**src/rtl/mc_pkg.sv**
```systemverilog
// Shared encodings for the multicycle sequencer: FSM states, instruction classes,
// opcode/funct constants and exception cause codes.
package mc_pkg;

  typedef enum logic [2:0] {
    ST_FETCH  = 3'd0,
    ST_DECODE = 3'd1,
    ST_EXEC   = 3'd2,
    ST_MEM    = 3'd3,
    ST_WB     = 3'd4,
    ST_EXC    = 3'd5
  } state_e;

  typedef enum logic [3:0] {
    CLS_ALU,
    CLS_ALU_OV,
    CLS_LOAD,
    CLS_STORE,
    CLS_BEQ,
    CLS_J,
    CLS_JAL,
    CLS_JR,
    CLS_ILL
  } cls_e;

  localparam logic [5:0] OP_RTYPE = 6'h00;
  localparam logic [5:0] OP_J     = 6'h02;
  localparam logic [5:0] OP_JAL   = 6'h03;
  localparam logic [5:0] OP_BEQ   = 6'h04;
  localparam logic [5:0] OP_ADDI  = 6'h08;
  localparam logic [5:0] OP_ADDIU = 6'h09;
  localparam logic [5:0] OP_ORI   = 6'h0D;
  localparam logic [5:0] OP_LUI   = 6'h0F;
  localparam logic [5:0] OP_LB    = 6'h20;
  localparam logic [5:0] OP_LW    = 6'h23;
  localparam logic [5:0] OP_SB    = 6'h28;
  localparam logic [5:0] OP_SW    = 6'h2B;

  localparam logic [5:0] FN_JR    = 6'h08;
  localparam logic [5:0] FN_ADD   = 6'h20;
  localparam logic [5:0] FN_ADDU  = 6'h21;
  localparam logic [5:0] FN_SUBU  = 6'h23;
  localparam logic [5:0] FN_SLT   = 6'h2A;

  localparam logic [1:0] CAUSE_OVF = 2'd0;
  localparam logic [1:0] CAUSE_ILL = 2'd1;
  localparam logic [1:0] CAUSE_BUS = 2'd2;

endpackage

```
**src/rtl/mc_seq_if.sv**
```systemverilog
// Instruction/data memory handshake bundle; the sequencer is the master side.
interface mc_seq_if;
  logic imem_req;
  logic imem_ready;
  logic dmem_req;
  logic dmem_we;
  logic dmem_ready;

  modport master (output imem_req, dmem_req, dmem_we, input imem_ready, dmem_ready);
  modport slave  (input imem_req, dmem_req, dmem_we, output imem_ready, dmem_ready);
endinterface

```
**src/rtl/mc_decode.sv**
```systemverilog
// Combinational opcode/funct classifier; anything outside the decoded set is CLS_ILL.
module mc_decode
  import mc_pkg::*;
(
  input  logic [5:0] opcode,
  input  logic [5:0] funct,
  output cls_e       cls,
  output logic       legal
);

  always_comb begin
    cls = CLS_ILL;
    unique case (opcode)
      OP_RTYPE: begin
        unique case (funct)
          FN_ADD:                  cls = CLS_ALU_OV;
          FN_ADDU, FN_SUBU, FN_SLT: cls = CLS_ALU;
          FN_JR:                   cls = CLS_JR;
          default:                 cls = CLS_ILL;
        endcase
      end
      OP_ADDI:                    cls = CLS_ALU_OV;
      OP_ADDIU, OP_ORI, OP_LUI:   cls = CLS_ALU;
      OP_LW, OP_LB:               cls = CLS_LOAD;
      OP_SW, OP_SB:               cls = CLS_STORE;
      OP_BEQ:                     cls = CLS_BEQ;
      OP_J:                       cls = CLS_J;
      OP_JAL:                     cls = CLS_JAL;
      default:                    cls = CLS_ILL;
    endcase
  end

  assign legal = (cls != CLS_ILL);

endmodule

```
**src/rtl/mc_seq.sv**
```systemverilog
// Multicycle CPU control sequencer (FETCH/DECODE/EXEC/MEM/WB/EXC).
// Optional MC_SEQ_EXC_EN adds overflow/illegal/bus-timeout exceptions.
module mc_seq
  import mc_pkg::*;
#(
  parameter int TIMEOUT = 15,
  parameter int TO_W    = 4,
  parameter int CNT_W   = 32
) (
  input  logic             clk,
  input  logic             rst,
  input  logic [5:0]       opcode,
  input  logic [5:0]       funct,
  input  logic             zero,
  input  logic             overflow,
  mc_seq_if.master         mem,
  output logic [2:0]       state,
  output logic             ir_wr,
  output logic             pc_wr,
  output logic             gpr_wr,
  output logic             branch,
  output logic             jump,
  output logic             jr,
  output logic             link,
  output logic             exc,
  output logic [1:0]       exc_cause,
  output logic [CNT_W-1:0] retired
);

`ifdef MC_SEQ_EXC_EN
  localparam bit EXC_EN = 1'b1;
`else
  localparam bit EXC_EN = 1'b0;
`endif

  state_e            state_q, state_d;
  logic [TO_W-1:0]   wait_q, wait_d;
  logic [1:0]        cause_q, cause_d;
  logic [CNT_W-1:0]  retired_q, retired_d;
  cls_e              cls;
  logic              legal;
  logic              stall;
  logic              wait_hit;

  mc_decode u_decode (
    .opcode (opcode),
    .funct  (funct),
    .cls    (cls),
    .legal  (legal)
  );

  assign stall    = ((state_q == ST_FETCH) && !mem.imem_ready) ||
                    ((state_q == ST_MEM)   && !mem.dmem_ready);
  assign wait_hit = EXC_EN && stall && (wait_q == TO_W'(TIMEOUT - 1));

  always_comb begin
    state_d      = state_q;
    cause_d      = cause_q;
    mem.imem_req = 1'b0;
    mem.dmem_req = 1'b0;
    mem.dmem_we  = 1'b0;
    ir_wr        = 1'b0;
    pc_wr        = 1'b0;
    gpr_wr       = 1'b0;
    branch       = 1'b0;
    jump         = 1'b0;
    jr           = 1'b0;
    link         = 1'b0;
    exc          = 1'b0;
    if (!rst) begin
      unique case (state_q)
        ST_FETCH: begin
          mem.imem_req = 1'b1;
          if (mem.imem_ready) begin
            ir_wr   = 1'b1;
            pc_wr   = 1'b1;
            state_d = ST_DECODE;
          end else if (wait_hit) begin
            state_d = ST_EXC;
            cause_d = CAUSE_BUS;
          end
        end
        ST_DECODE: begin
          if (EXC_EN && !legal) begin
            state_d = ST_EXC;
            cause_d = CAUSE_ILL;
          end else begin
            state_d = ST_EXEC;
          end
        end
        ST_EXEC: begin
          state_d = ST_FETCH;
          unique case (cls)
            CLS_ALU:    state_d = ST_WB;
            CLS_ALU_OV: begin
              if (EXC_EN && overflow) begin
                state_d = ST_EXC;
                cause_d = CAUSE_OVF;
              end else begin
                state_d = ST_WB;
              end
            end
            CLS_LOAD, CLS_STORE: state_d = ST_MEM;
            CLS_BEQ: begin
              branch = 1'b1;
              pc_wr  = zero;
            end
            CLS_J: begin
              jump  = 1'b1;
              pc_wr = 1'b1;
            end
            CLS_JR: begin
              jr    = 1'b1;
              pc_wr = 1'b1;
            end
            CLS_JAL: begin
              jump   = 1'b1;
              link   = 1'b1;
              gpr_wr = 1'b1;
              pc_wr  = 1'b1;
            end
            default: state_d = ST_FETCH;  // illegal retires as a NOP
          endcase
        end
        ST_MEM: begin
          mem.dmem_req = 1'b1;
          mem.dmem_we  = (cls == CLS_STORE);
          if (mem.dmem_ready) begin
            state_d = (cls == CLS_STORE) ? ST_FETCH : ST_WB;
          end else if (wait_hit) begin
            state_d = ST_EXC;
            cause_d = CAUSE_BUS;
          end
        end
        ST_WB: begin
          gpr_wr  = 1'b1;
          state_d = ST_FETCH;
        end
        ST_EXC: begin
          exc     = EXC_EN;
          state_d = ST_FETCH;
        end
        default: state_d = ST_FETCH;
      endcase
    end
  end

  // Wait counter restarts on any state change and saturates when unbounded.
  always_comb begin
    wait_d = wait_q;
    if (state_d != state_q) begin
      wait_d = '0;
    end else if (stall && (wait_q != {TO_W{1'b1}})) begin
      wait_d = wait_q + TO_W'(1);
    end
  end

  always_comb begin
    retired_d = retired_q;
    if ((state_d == ST_FETCH) && (state_q != ST_FETCH) && (state_q != ST_EXC)) begin
      retired_d = retired_q + CNT_W'(1);
    end
  end

  always_ff @(posedge clk) begin
    if (rst) begin
      state_q   <= ST_FETCH;
      wait_q    <= '0;
      cause_q   <= '0;
      retired_q <= '0;
    end else begin
      state_q   <= state_d;
      wait_q    <= wait_d;
      cause_q   <= cause_d;
      retired_q <= retired_d;
    end
  end

  assign state     = state_q;
  assign exc_cause = EXC_EN ? cause_q : 2'b00;
  assign retired   = retired_q;

endmodule

```
**src/flat_wrapper.sv**
```systemverilog
// flat-port wrapper written by rule: the top's interface ports become plain ports
module mc_seq_flat import mc_pkg::*;
#(
  parameter int TIMEOUT = 15,
  parameter int TO_W    = 4,
  parameter int CNT_W   = 32
)
  (clk, rst, opcode, funct, zero, overflow, state, ir_wr, pc_wr, gpr_wr, branch, jump, jr, link, exc, exc_cause, retired, mem_imem_req, mem_dmem_req, mem_dmem_we, mem_imem_ready, mem_dmem_ready);
  mc_seq_if mem_i ();
  input  logic clk;
  input  logic rst;
  input  logic [5:0] opcode;
  input  logic [5:0] funct;
  input  logic zero;
  input  logic overflow;
  output logic [2:0] state;
  output logic ir_wr;
  output logic pc_wr;
  output logic gpr_wr;
  output logic branch;
  output logic jump;
  output logic jr;
  output logic link;
  output logic exc;
  output logic [1:0] exc_cause;
  output logic [CNT_W-1:0] retired;
  output wire logic [$bits(mem_i.imem_req)-1:0] mem_imem_req;
  output wire logic [$bits(mem_i.dmem_req)-1:0] mem_dmem_req;
  output wire logic [$bits(mem_i.dmem_we)-1:0] mem_dmem_we;
  input wire logic [$bits(mem_i.imem_ready)-1:0] mem_imem_ready;
  input wire logic [$bits(mem_i.dmem_ready)-1:0] mem_dmem_ready;
  assign mem_imem_req = mem_i.imem_req;
  assign mem_dmem_req = mem_i.dmem_req;
  assign mem_dmem_we = mem_i.dmem_we;
  assign mem_i.imem_ready = mem_imem_ready;
  assign mem_i.dmem_ready = mem_dmem_ready;
  mc_seq #(.TIMEOUT(TIMEOUT), .TO_W(TO_W), .CNT_W(CNT_W)) u_core (.clk(clk), .rst(rst), .opcode(opcode), .funct(funct), .zero(zero), .overflow(overflow), .mem(mem_i), .state(state), .ir_wr(ir_wr), .pc_wr(pc_wr), .gpr_wr(gpr_wr), .branch(branch), .jump(jump), .jr(jr), .link(link), .exc(exc), .exc_cause(exc_cause), .retired(retired));
endmodule
```
**config.mk**
```make
export PLATFORM = sky130hd
export DESIGN_NAME = mc_seq_flat
export DESIGN_NICKNAME = d
export VERILOG_FILES = /design/src/rtl/mc_pkg.sv /design/src/rtl/mc_seq_if.sv /design/src/rtl/mc_decode.sv /design/src/rtl/mc_seq.sv /design/src/flat_wrapper.sv
export SDC_FILE = /design/constraint.sdc
export NUM_CORES = 1
export LEC_CHECK = 0
export CORE_UTILIZATION = 48
export DETAILED_ROUTE_END_ITERATION = 16
export PLACE_DENSITY = 0.93
export SETUP_SLACK_MARGIN = 0.05
export SYNTH_ARGS = -nofsm -noshare
export SYNTH_HDL_FRONTEND = slang
export SYNTH_SLANG_ARGS = --single-unit
```
**constraint.sdc**
```tcl
create_clock -name clk -period 3.1 [get_ports clk]
set_input_delay 0.31 -clock clk [delete_from_list [all_inputs] [get_ports clk]]
set_output_delay 0.31 -clock clk [all_outputs]
set_load 0.1 [all_outputs]
```
# --- Yosys cells after proc, flatten, opt, wreduce, memory -nomap -nowiden ---
# Cells that the tools add are included.
totals:
  ff_bits: 35
  latch_bits: 0
  ramBits: 0
  romBits: 0
  inputBits: 18
  out_inout_bits: 48
  memories: 0
classes:
  addsub: 1
  n_mul: 0
  n_div: 0
  magnitude_cmp: 0
  n_eq_ne: 28
  shift: 0
  n_mux: 34
  bitwise_logic: 0
  n_reduce_logical: 15
ops:
  columns: ["op", "n"]
  rows:
  - ["6-bit == test (second input constant)", 8]
  - ["32-bit by 1-bit adder with 32-bit output (second input constant)", 1]
  - ["4-bit case mux with 8 select lines", 1]
  - ["6-bit by 4-bit == test with 1-bit output (second input constant)", 5]
  - ["1-bit 2-to-1 mux", 23]
  - ["4-bit by 3-bit == test with 1-bit output (second input constant)", 4]
  - ["6-bit by 2-bit == test with 1-bit output (second input constant)", 2]
  - ["3-bit 2-to-1 mux", 4]
  - ["3-bit case mux with 4 select lines", 1]
  - ["4-bit case mux with 3 select lines", 1]
  - ["2-bit OR reduction", 5]
  - ["3-bit OR reduction", 3]
  - ["4-bit by 2-bit == test with 1-bit output (second input constant)", 2]
  - ["3-bit by 2-bit == test with 1-bit output (second input constant)", 2]
  - ["6-bit by 3-bit == test with 1-bit output (second input constant)", 1]
  - ["3-bit logical NOT", 2]
  - ["6-bit logical NOT", 1]
  - ["1-bit case mux with 2 select lines", 3]
  - ["3-bit case mux with 2 select lines", 1]
  - ["4-bit by 1-bit == test with 1-bit output (second input constant)", 1]
  - ["4-bit logical NOT", 1]
  - ["3-bit by 1-bit == test with 1-bit output (second input constant)", 1]
  - ["3-bit == test (second input constant)", 1]
  - ["3-bit inequality test (second input constant)", 1]
  - ["2 further kinds", 3]

# --- Longest topological paths before layout ---
# Gate-level depths: netlist of run 1.
depth:
  depth_word: 12
  depth_mapped: 10
  mapped_depth_nobuf: 6

# --- Cells and area by module ---
# Synthesis of run 1 repeated with hierarchy kept, for this count alone.
hier_totals:
  hier_cells: 300
  hier_area_um2: 2383.5
modules_own_cells:
  columns: ["mod", "n_inst", "cells_each", "area_per_inst_um2", "seq_area_each_um2"]
  rows:
  - ["mc_seq", 1, 266, 2177.1, 700.7]
  - ["mc_decode", 1, 34, 206.4, 0.0]

# --- Worst setup path after synthesis of run 1 ---
# No wires, ideal clock.
synth_timing:
  kind: "register to output"
  from: "register u_core.state_q[2], in the netlist u_core.state[2]"
  to: "output port ir_wr"
  arrival_ps: 4345
  t_required_ps: 2790
  path_slack_ps: -1555
  path_stages_with_launch: 5
  n_path_buf: 1
  cell_sequence: "dfxtp_1 > or2_2 > clkbuf_1 > nor3_1 > and2_1"
synth_between:
  elab_chain_cells: 3
synth_rtl:
  columns: ["item", "line", "rtl"]
  rows:
  - ["start: declaration", "mc_seq.sv:36", "state_e state_q, state_d;"]
  - ["start signal: assignment", "mc_seq.sv:172", "state_q <= state_d;"]
  - ["3-bit logical NOT", null, null]
  - ["1-bit 2-to-1 mux", "mc_seq.sv:71", "unique case (state_q)"]
  - ["1-bit 2-to-1 mux", "mc_seq.sv:70", "if (!rst) begin"]
  - ["end: declaration", "flat_wrapper.sv:17", "output logic ir_wr;"]
# No other way between the ends.

# --- Final worst setup path of run 1 ---
layout_timing:
  from: "input port opcode[2]"
  to: "output port gpr_wr"
layout_between:
  elab_chain_cells: 7
  elab_cells_between_ends: 20
  classes_between: "eq/ne: 12; mux: 4; reduce/logical: 4"
layout_rtl:
  columns: ["item", "line", "rtl"]
  rows:
  - ["start: declaration", "flat_wrapper.sv:12", "input logic [5:0] opcode;"]
  - ["6-bit by 4-bit == test with 1-bit output or 6-bit == test (tied branches)", "mc_decode.sv:13", "unique case (opcode)"]
  - ["3-bit OR reduction or 2-bit OR reduction (tied branches)", "mc_decode.sv:13", null]
  - ["4-bit case mux with 8 select lines *", "mc_decode.sv:13", null]
  - ["4-bit by 3-bit == test with 1-bit output *", "mc_seq.sv:93", "unique case (cls)"]
  - ["1-bit 2-to-1 mux *", "mc_seq.sv:93", null]
  - ["1-bit case mux with 2 select lines *", "mc_seq.sv:71", null]
  - ["1-bit 2-to-1 mux *", "mc_seq.sv:70", null]
  - ["end: declaration", "flat_wrapper.sv:19", "output logic gpr_wr;"]
# Mark *: on every way between the ends. The rest lies on a longest branch, timed or not.

==> flow_metrics.py, run 1 <==
metrics = {
    "run_status": {
        "violations": "DRC",
        "outcome": "finished, violations left",
    },
    "finish": {
        "fin_util_pct": 71.9,
        "multi_input_area_sq_um": 1560,
        "regArea_sq_um": 701,
        "fillers": 346,
        "diodes": 0,
        "drive_gt1_share_pct": 18.6,
        "layout.nets": 373,
        "area_growth_pct": 39.6,
    },
    "sta": {
        "finalSetupTns_ps": 0,
        "fin_crit_sh_pct": 94.6,
        "relSlewSlack_pct": 34.9,
        "finalHoldViolCount": 0,
        "rsz0062_at_grt": "no",
        "clock_skew_ps": 6.29,
        "fmax_mhz": 341,
        "setup_viol": 0,
        "finalCriticalPeriod_ps": 2930,
        "worst_pin_slew_ps": 974,
        "hold_ws_ps": 504,
        "drv_slew": 0,
    },
    "drt": {
        "drtIter0Drc": 187,
        "routed_via_density": 6.40,
        "firstDrtPassIters": 11,
        "wirelength_microns": 6590,
        "drt-wirelength-per-cell_microns": 16.2,
        "antenna_left": 0,
        "vias": 2606,
        "route.detailed.drc": 3,
    },
    "yosys": {
        "synthAdderAreaFrac_pct": 0.543,
        "synthSimpleGateAreaFrac_pct": 35.1,
        "yosys.area.top_type_share_pct": 30.4,
        "synth_top_family_by_area": "simple AND/OR/NAND/NOR gates",
        "synth_compound_area_share_pct": 25.5,
        "synthArstFlopShare_pct": 0,
        "synthMuxAreaShare_pct": 0.434,
        "yosysSeqAreaShare_pct": 30.4,
        "synth_xor_xnor_area_share_pct": 2.23,
        "synth-seq-cells": 35,
        "ys_types": 52,
        "synth_area_leader_cell": "dfxtp_1",
        "synth_edf_count": 0,
        "synth_area_per_cell_sq_um": 7.89,
        "synthFlopType": "dfxtp_1",
        "synth_area_leaders": "dfxtp_1 30%, or4_1 7.8%, o31ai_1 6.8%",
        "yosysWarnings": 0,
        "syn_inst": 292,
        "syn_area_sq_um": 2300,
    },
    "global_routing": {
        "busiest_layer": "met2",
        "antenna_found_initial": 0,
        "grt_usage_pct": 26.4,
        "use_met3_pct": 6.75,
        "use_met1_pct": 32.2,
        "grt_pass1_vias": 2359,
        "grt_pass1_wl_microns": 10700,
        "grt-ovfl-total": 0,
        "grt_start_max_net_pins": 65,
        "grtUsageMet2_pct": 45.2,
    },
    "die": {
        "ios": 66,
        "fp.dieH_microns": 71.3,
        "start_util_pct": 51.5,
        "rows": 24,
        "dieWidth_microns": 71.3,
        "dieArea_sq_um": 5080,
        "coreArea_sq_um": 4470,
    },
    "place": {
        "dp.final_hpwl_microns": 4630,
        "routabilityCongestion": 0.817,
        "portBuffers": 61,
    },
    "power_and_ir_drop": {
        "power_density_nw_per_um2": 303,
        "power.leakage_nw": 1.01,
        "ir_drop_v": 0.000232,
    },
    "worst_setup_path": {
        "crit_fanout": 3,
        "ff2ff_path_depth": 6,
        "crit_chain": "clkdlybuf4s50_1 > or3b_4 > a2111oi_4 > a41oi_1 > or3_4 > nand2b_4 > o21ai_4 > buf_12",
        "cp.arrival_ps": 2620,
        "slowest_delay_ps": 470,
        "crit_required_ps": 2790,
        "start_kind": "input pin",
        "reg2reg_from": "u_core.retired[5]",
        "critical-path-slowest-cell": "clkdlybuf4s50_1",
        "worst-setup-path-type": "input pin to primary output",
        "rrSetupSlack_ps": 630,
        "cp-end-kind": "primary output",
        "worst_r2r_endpoint": "u_core.retired[30]",
    },
    "flow_run": {
        "max-cap-violations": 0,
    },
    "clocking": {
        "clkTransAtPathRegs_ps": 70,
        "htreeDepth": 2,
        "post_cts_buffers": 0,
        "cts.sinks": 35,
        "cts_tree": "yes",
        "cts_buffers": 5,
        "clk_latency_ps": 290,
        "cts_root_buffer": "clkbuf_8",
        "cts_max_path_buffers": 2,
    },
    "worst_hold_path": {
        "min_from": "u_core.retired[23]",
        "hold_class": "register to register",
        "min_to": "u_core.retired[23]",
        "holdPathStages": 2,
    },
}
[synth_stat cells (2+ instances only)]
master and count:
and3_1 4, a21oi_1 30, o21a_1 2, nand4_1 10
xnor2_1 4, nand2_1 21, buf_2 3, o41ai_1 4
buf_6 2, or3_1 7, nand3_1 15, o311ai_1 3
or4_1 24, o21ai_0 3, a31oi_1 2, and4_1 2
nor4bb_1 2, or2_2 3, clkbuf_1 13, nand2b_1 6
nand3b_1 2, o21ai_1 7, nor4_1 2, nor3_1 6
buf_4 4, nor2_1 18, o31a_1 2, and2_1 7
nor2b_1 3, a211oi_1 2, o31ai_1 21, inv_1 4
dfxtp_1 35
[report_power, final]
group	total, mW	internal, mW	switching, mW	leakage, nW
Sequential	0.459	0.452	0.00700	0.282
Combinational	0.187	0.0675	0.119	0.689
Clock	0.328	0.158	0.170	0.0422
[routing by layer]
metal	part of all wire [%]	wire length, microns
met5	0	0
met4	1.5	98
met3	8.1	533
met2	51	3370
met1	39	2600
[what timing repair did]
item | CTS | global route
hold buffers | 0 | 0
setup endpoints to repair | 2 | 3
endpoints found under the hold margin | 0 | 0
pin swaps | 1 | 1
resized for setup | 3 | 2
[kinds of logic (layout without fill, tap and decap cells)]
family          after synthesis  in the layout
mux                           1              1
buf+inv                      26             87
simple gates                139            139
compound gates               84             84
fa+ha+maj                     1              1
other cells                   1              3
flops                        35             35
xor+xnor                      5              5
[stage by stage]
step	total power [mW]	worst slack, ps	instances	area [sq um]
final	0.974	166	407	3220
after global placement	0.649	60.5	399	3110
after floorplan	0.588	-476	294	2350
after detailed placement	0.653	-12.8	399	3110
after global routing	1.01	61.0	407	3220
after CTS	0.971	109	407	3200
[worst max-delay path, delay by kind of cell]
family	cells	cell delay (ps)
simple gates	3	970
compound gates	3	680
buf+inv	2	660
[worst max-delay path by stage]
stage	from	end	slack, ps	cells past startpoint
6_report	opcode[2]	gpr_wr	170	8
5_1_grt	opcode[2]	gpr_wr	60	8
4_1_cts	funct[1]	gpr_wr	110	8
3_5_place_dp	funct[1]	gpr_wr	-10	8
3_3_place_gp	funct[1]	gpr_wr	60	8
2_1_floorplan	u_core.state[1]	pc_wr	-480	4
[registers in the layout (all words and copies together), names as in the netlist]
| register | flops |
|---|---|
| u_core.state | 3 |
| u_core.retired | 32 |
[area by class of cell]
class	instances	area share (%)
well taps	52	2.02
inverters	4	0.467
clock inverters	1	0.156
flip-flops and latches	35	21.8
repair buffers	75	24.7
clock buffers	7	2.37
multi-input cells	233	48.5
[placed cells by master (no fill, tap or decap), types with 2 or more instances in the layout]
cell type        Yosys  routed
and2_1               7       6
nand2b_1             6       5
nor3_2               1       3
a211oi_1             2       2
nand4_1             10      10
buf_12               0      11
o21ai_0              3       3
or3_1                7       6
o31ai_1             21      21
o31a_1               2       2
and3_1               4       4
clkbuf_1            13       2
o41ai_1              4       4
and4_1               2       2
clkdlybuf4s50_1      0      38
o21ai_1              7       6
a31oi_1              2       2
nor2b_1              3       2
nor4_1               2       2
or4_1               24      24
nand3b_1             2       2
o21a_1               2       2
o311ai_1             3       3
nand3_1             15      15
nor3_1               6       3
conb_1               1       3
or2_2                3       3
dfxtp_1             35      35
nor2_1              18      16
buf_4                4      26
xnor2_1              4       4
nand2_1             21      21
inv_1                4       4
a21oi_1             30      30
nor2_2               1       2
clkbuf_8             0       5
No activity file was read; power rests on OpenSTA's default activity.
==> run 2: changes to the inputs <==
Settings changed: GPL_TIMING_DRIVEN set to 0.
==> run 2 against run 1 <==
Effect of this change:
- global-route usage is 2.2 points higher
- non-clock buffer count is 8 higher
- hold slack worse by 25 ps
- the run still ends with DRC left
- power is 8.8% higher
- critical endpoint is now branch
- wire length is 9.6% higher
- flip-flop and latch count stayed put
- final cell count is 2.0% higher
- worst setup slack worse by 100 ps
- clock skew hardly changed
- combinational power is 4% lower
- via count is 3.4% higher
- sequential power hardly changed
==> flow_metrics.py, run 2 (synthesis gave the netlist of run 1 again) <==
metrics = {
    "run_status": {
        "outcome": "finished, violations left",
        "violations": "DRC",
    },
    "finish": {
        "multi_input_area_sq_um": 1570,
        "drive_gt1_share_pct": 14.0,
        "diodes": 0,
        "fillers": 324,
        "layout.nets": 381,
        "final_area_sq_um": 3210,
        "final_common_cell": "clkdlybuf4s50_1",
        "fin_util_pct": 71.7,
        "mostFrequentLayoutCells": "48 x clkdlybuf4s50_1, 35 x dfxtp_1, 30 x a21oi_1",
        "largest_register_ffs": 32,
        "regArea_sq_um": 701,
        "area_growth_pct": 39.3,
    },
    "power_and_ir_drop": {
        "share_comb_of_total_power_pct": 16.9,
        "internal_power_uw": 748,
        "p_sw_uw": 311,
        "seq_power_share_pct": 43.1,
        "p_clk_share_pct": 40.0,
        "p_sw_share_pct": 29.4,
        "power.leakage_nw": 1.02,
        "ir_drop_v": 0.000244,
        "power_density_nw_per_um2": 330,
    },
    "clocking": {
        "htreeDepth": 2,
        "clkTransAtPathRegs_ps": 70,
        "clk_latency_ps": 300,
        "cts_max_path_buffers": 2,
        "cts_tree": "yes",
        "cts.sinks": 35,
        "cts_buffers": 5,
        "cts_root_buffer": "clkbuf_8",
    },
    "worst_setup_path": {
        "cp.arrival_ps": 2720,
        "cp-end-kind": "primary output",
        "crit_buf_inv": 2,
        "crit_family": "simple AND/OR/NAND/NOR gates",
        "crit_fanout": 3,
        "crit_required_ps": 2790,
        "crit_chain": "clkdlybuf4s50_1 > or4_4 > nor3b_4 > a41oi_2 > or3_4 > nand2b_4 > nor2b_2 > buf_12",
        "worst-setup-path-type": "input pin to primary output",
        "start_kind": "input pin",
        "critical-path-slowest-cell": "or4_4",
        "slowest_delay_ps": 570,
    },
    "sta": {
        "worst_pin_slew_ps": 994,
        "hold_ws_ps": 479,
        "fin_crit_sh_pct": 97.9,
        "setup_viol": 0,
        "fmax_mhz": 330,
        "drv_slew": 0,
        "relSlewSlack_pct": 33.5,
        "rsz0062_at_grt": "yes",
        "finalHoldViolCount": 0,
        "clock_skew_ps": 6.44,
        "setup_ws_ps": 66.3,
        "finalCriticalPeriod_ps": 3030,
    },
    "place": {
        "portBuffers": 59,
        "dp_slack_ps": -986,
        "place_area_sq_um": 3010,
        "dp.final_hpwl_microns": 4890,
        "routabilityCongestion": 0.890,
    },
    "global_routing": {
        "grt_usage_pct": 28.6,
        "grt-ovfl-total": 0,
        "grt_pass1_wl_microns": 11700,
        "grt_pass1_vias": 2518,
        "grt_start_max_net_pins": 13,
        "antenna_found_initial": 0,
    },
    "flow_run": {
        "max-cap-violations": 0,
    },
    "drt": {
        "wirelength_microns": 7220,
        "vias": 2694,
        "route.detailed.drc": 3,
        "drtIter0Drc": 284,
        "routed_via_density": 6.49,
        "antenna_left": 0,
        "drt-wirelength-per-cell_microns": 17.4,
        "firstDrtPassIters": 11,
    },
    "die": {
        "coreArea_sq_um": 4470,
        "ios": 66,
        "dieWidth_microns": 71.3,
        "start_util_pct": 51.5,
        "dieArea_sq_um": 5080,
        "rows": 24,
        "fp.dieH_microns": 71.3,
    },
    "worst_hold_path": {
        "hold_class": "input pin to register",
    },
}
## run 2: metrics by stage
step	power, mW	setup TNS, ps	std cells
after global routing	1.08	-8.07	415
after CTS	1.05	0	413
after global placement	0.634	-6390	405
after detailed placement	0.638	-7390	405
after floorplan	0.588	-796	294
final	1.06	0	415
## run 2: what timing repair did
action,in CTS,in global routing
endpoints found under the hold margin,0,0
setup buffers,0,2
pin swaps,0,3
setup endpoints to repair,9,16
resized for setup,51,14
hold buffers,0,0
## run 2: per-layer routing
metal	global-route usage, %	routed length (microns)	share of wire [%]
met2	47.6	3530	49
met5	0	0	0
met3	6.61	550	7.6
met1	35.8	3010	42
met4	11.8	134	1.9
## run 2: final timing paths
check	slack (ps)	to	startpoint	depth (start not counted)
worst max-delay path	70	branch	funct[1]	8
worst min-delay path	480	u_core.state[2]	opcode[0]	4
worst max register to register	430	u_core.retired[27]	u_core.retired[21]	6
worst min register to register	500	u_core.retired[25]	u_core.retired[25]	2
## run 2: power groups by stage
| stage | logic (mW) | registers [mW] | clock network [mW] |
|---|---|---|---|
| after floorplan | 0.104 | 0.484 | 0 |
| after global placement | 0.168 | 0.466 | 0 |
| after detailed placement | 0.171 | 0.466 | 0 |
| after CTS | 0.172 | 0.456 | 0.419 |
| after global routing | 0.188 | 0.457 | 0.439 |
| final | 0.179 | 0.456 | 0.424 |
## run 2: worst reg2reg max path, stage by stage, from the launching register on
cell,delay [ps]
dfxtp_1,410
nand4_1,140
nor3_1,420
nor4bb_1,750
nand4_1,240
or4_1,470
a21oi_1,170
## run 2: layout make-up
class	instances	area share (%)
Buffer	22	3.70
Timing Repair Buffer	61	19.6
Tap cell	52	2.03
Clock buffer	5	2.14
Multi-Input combinational cell	233	48.8
Clock inverter	3	1.36
Inverter	4	0.468
Sequential cell	35	21.8
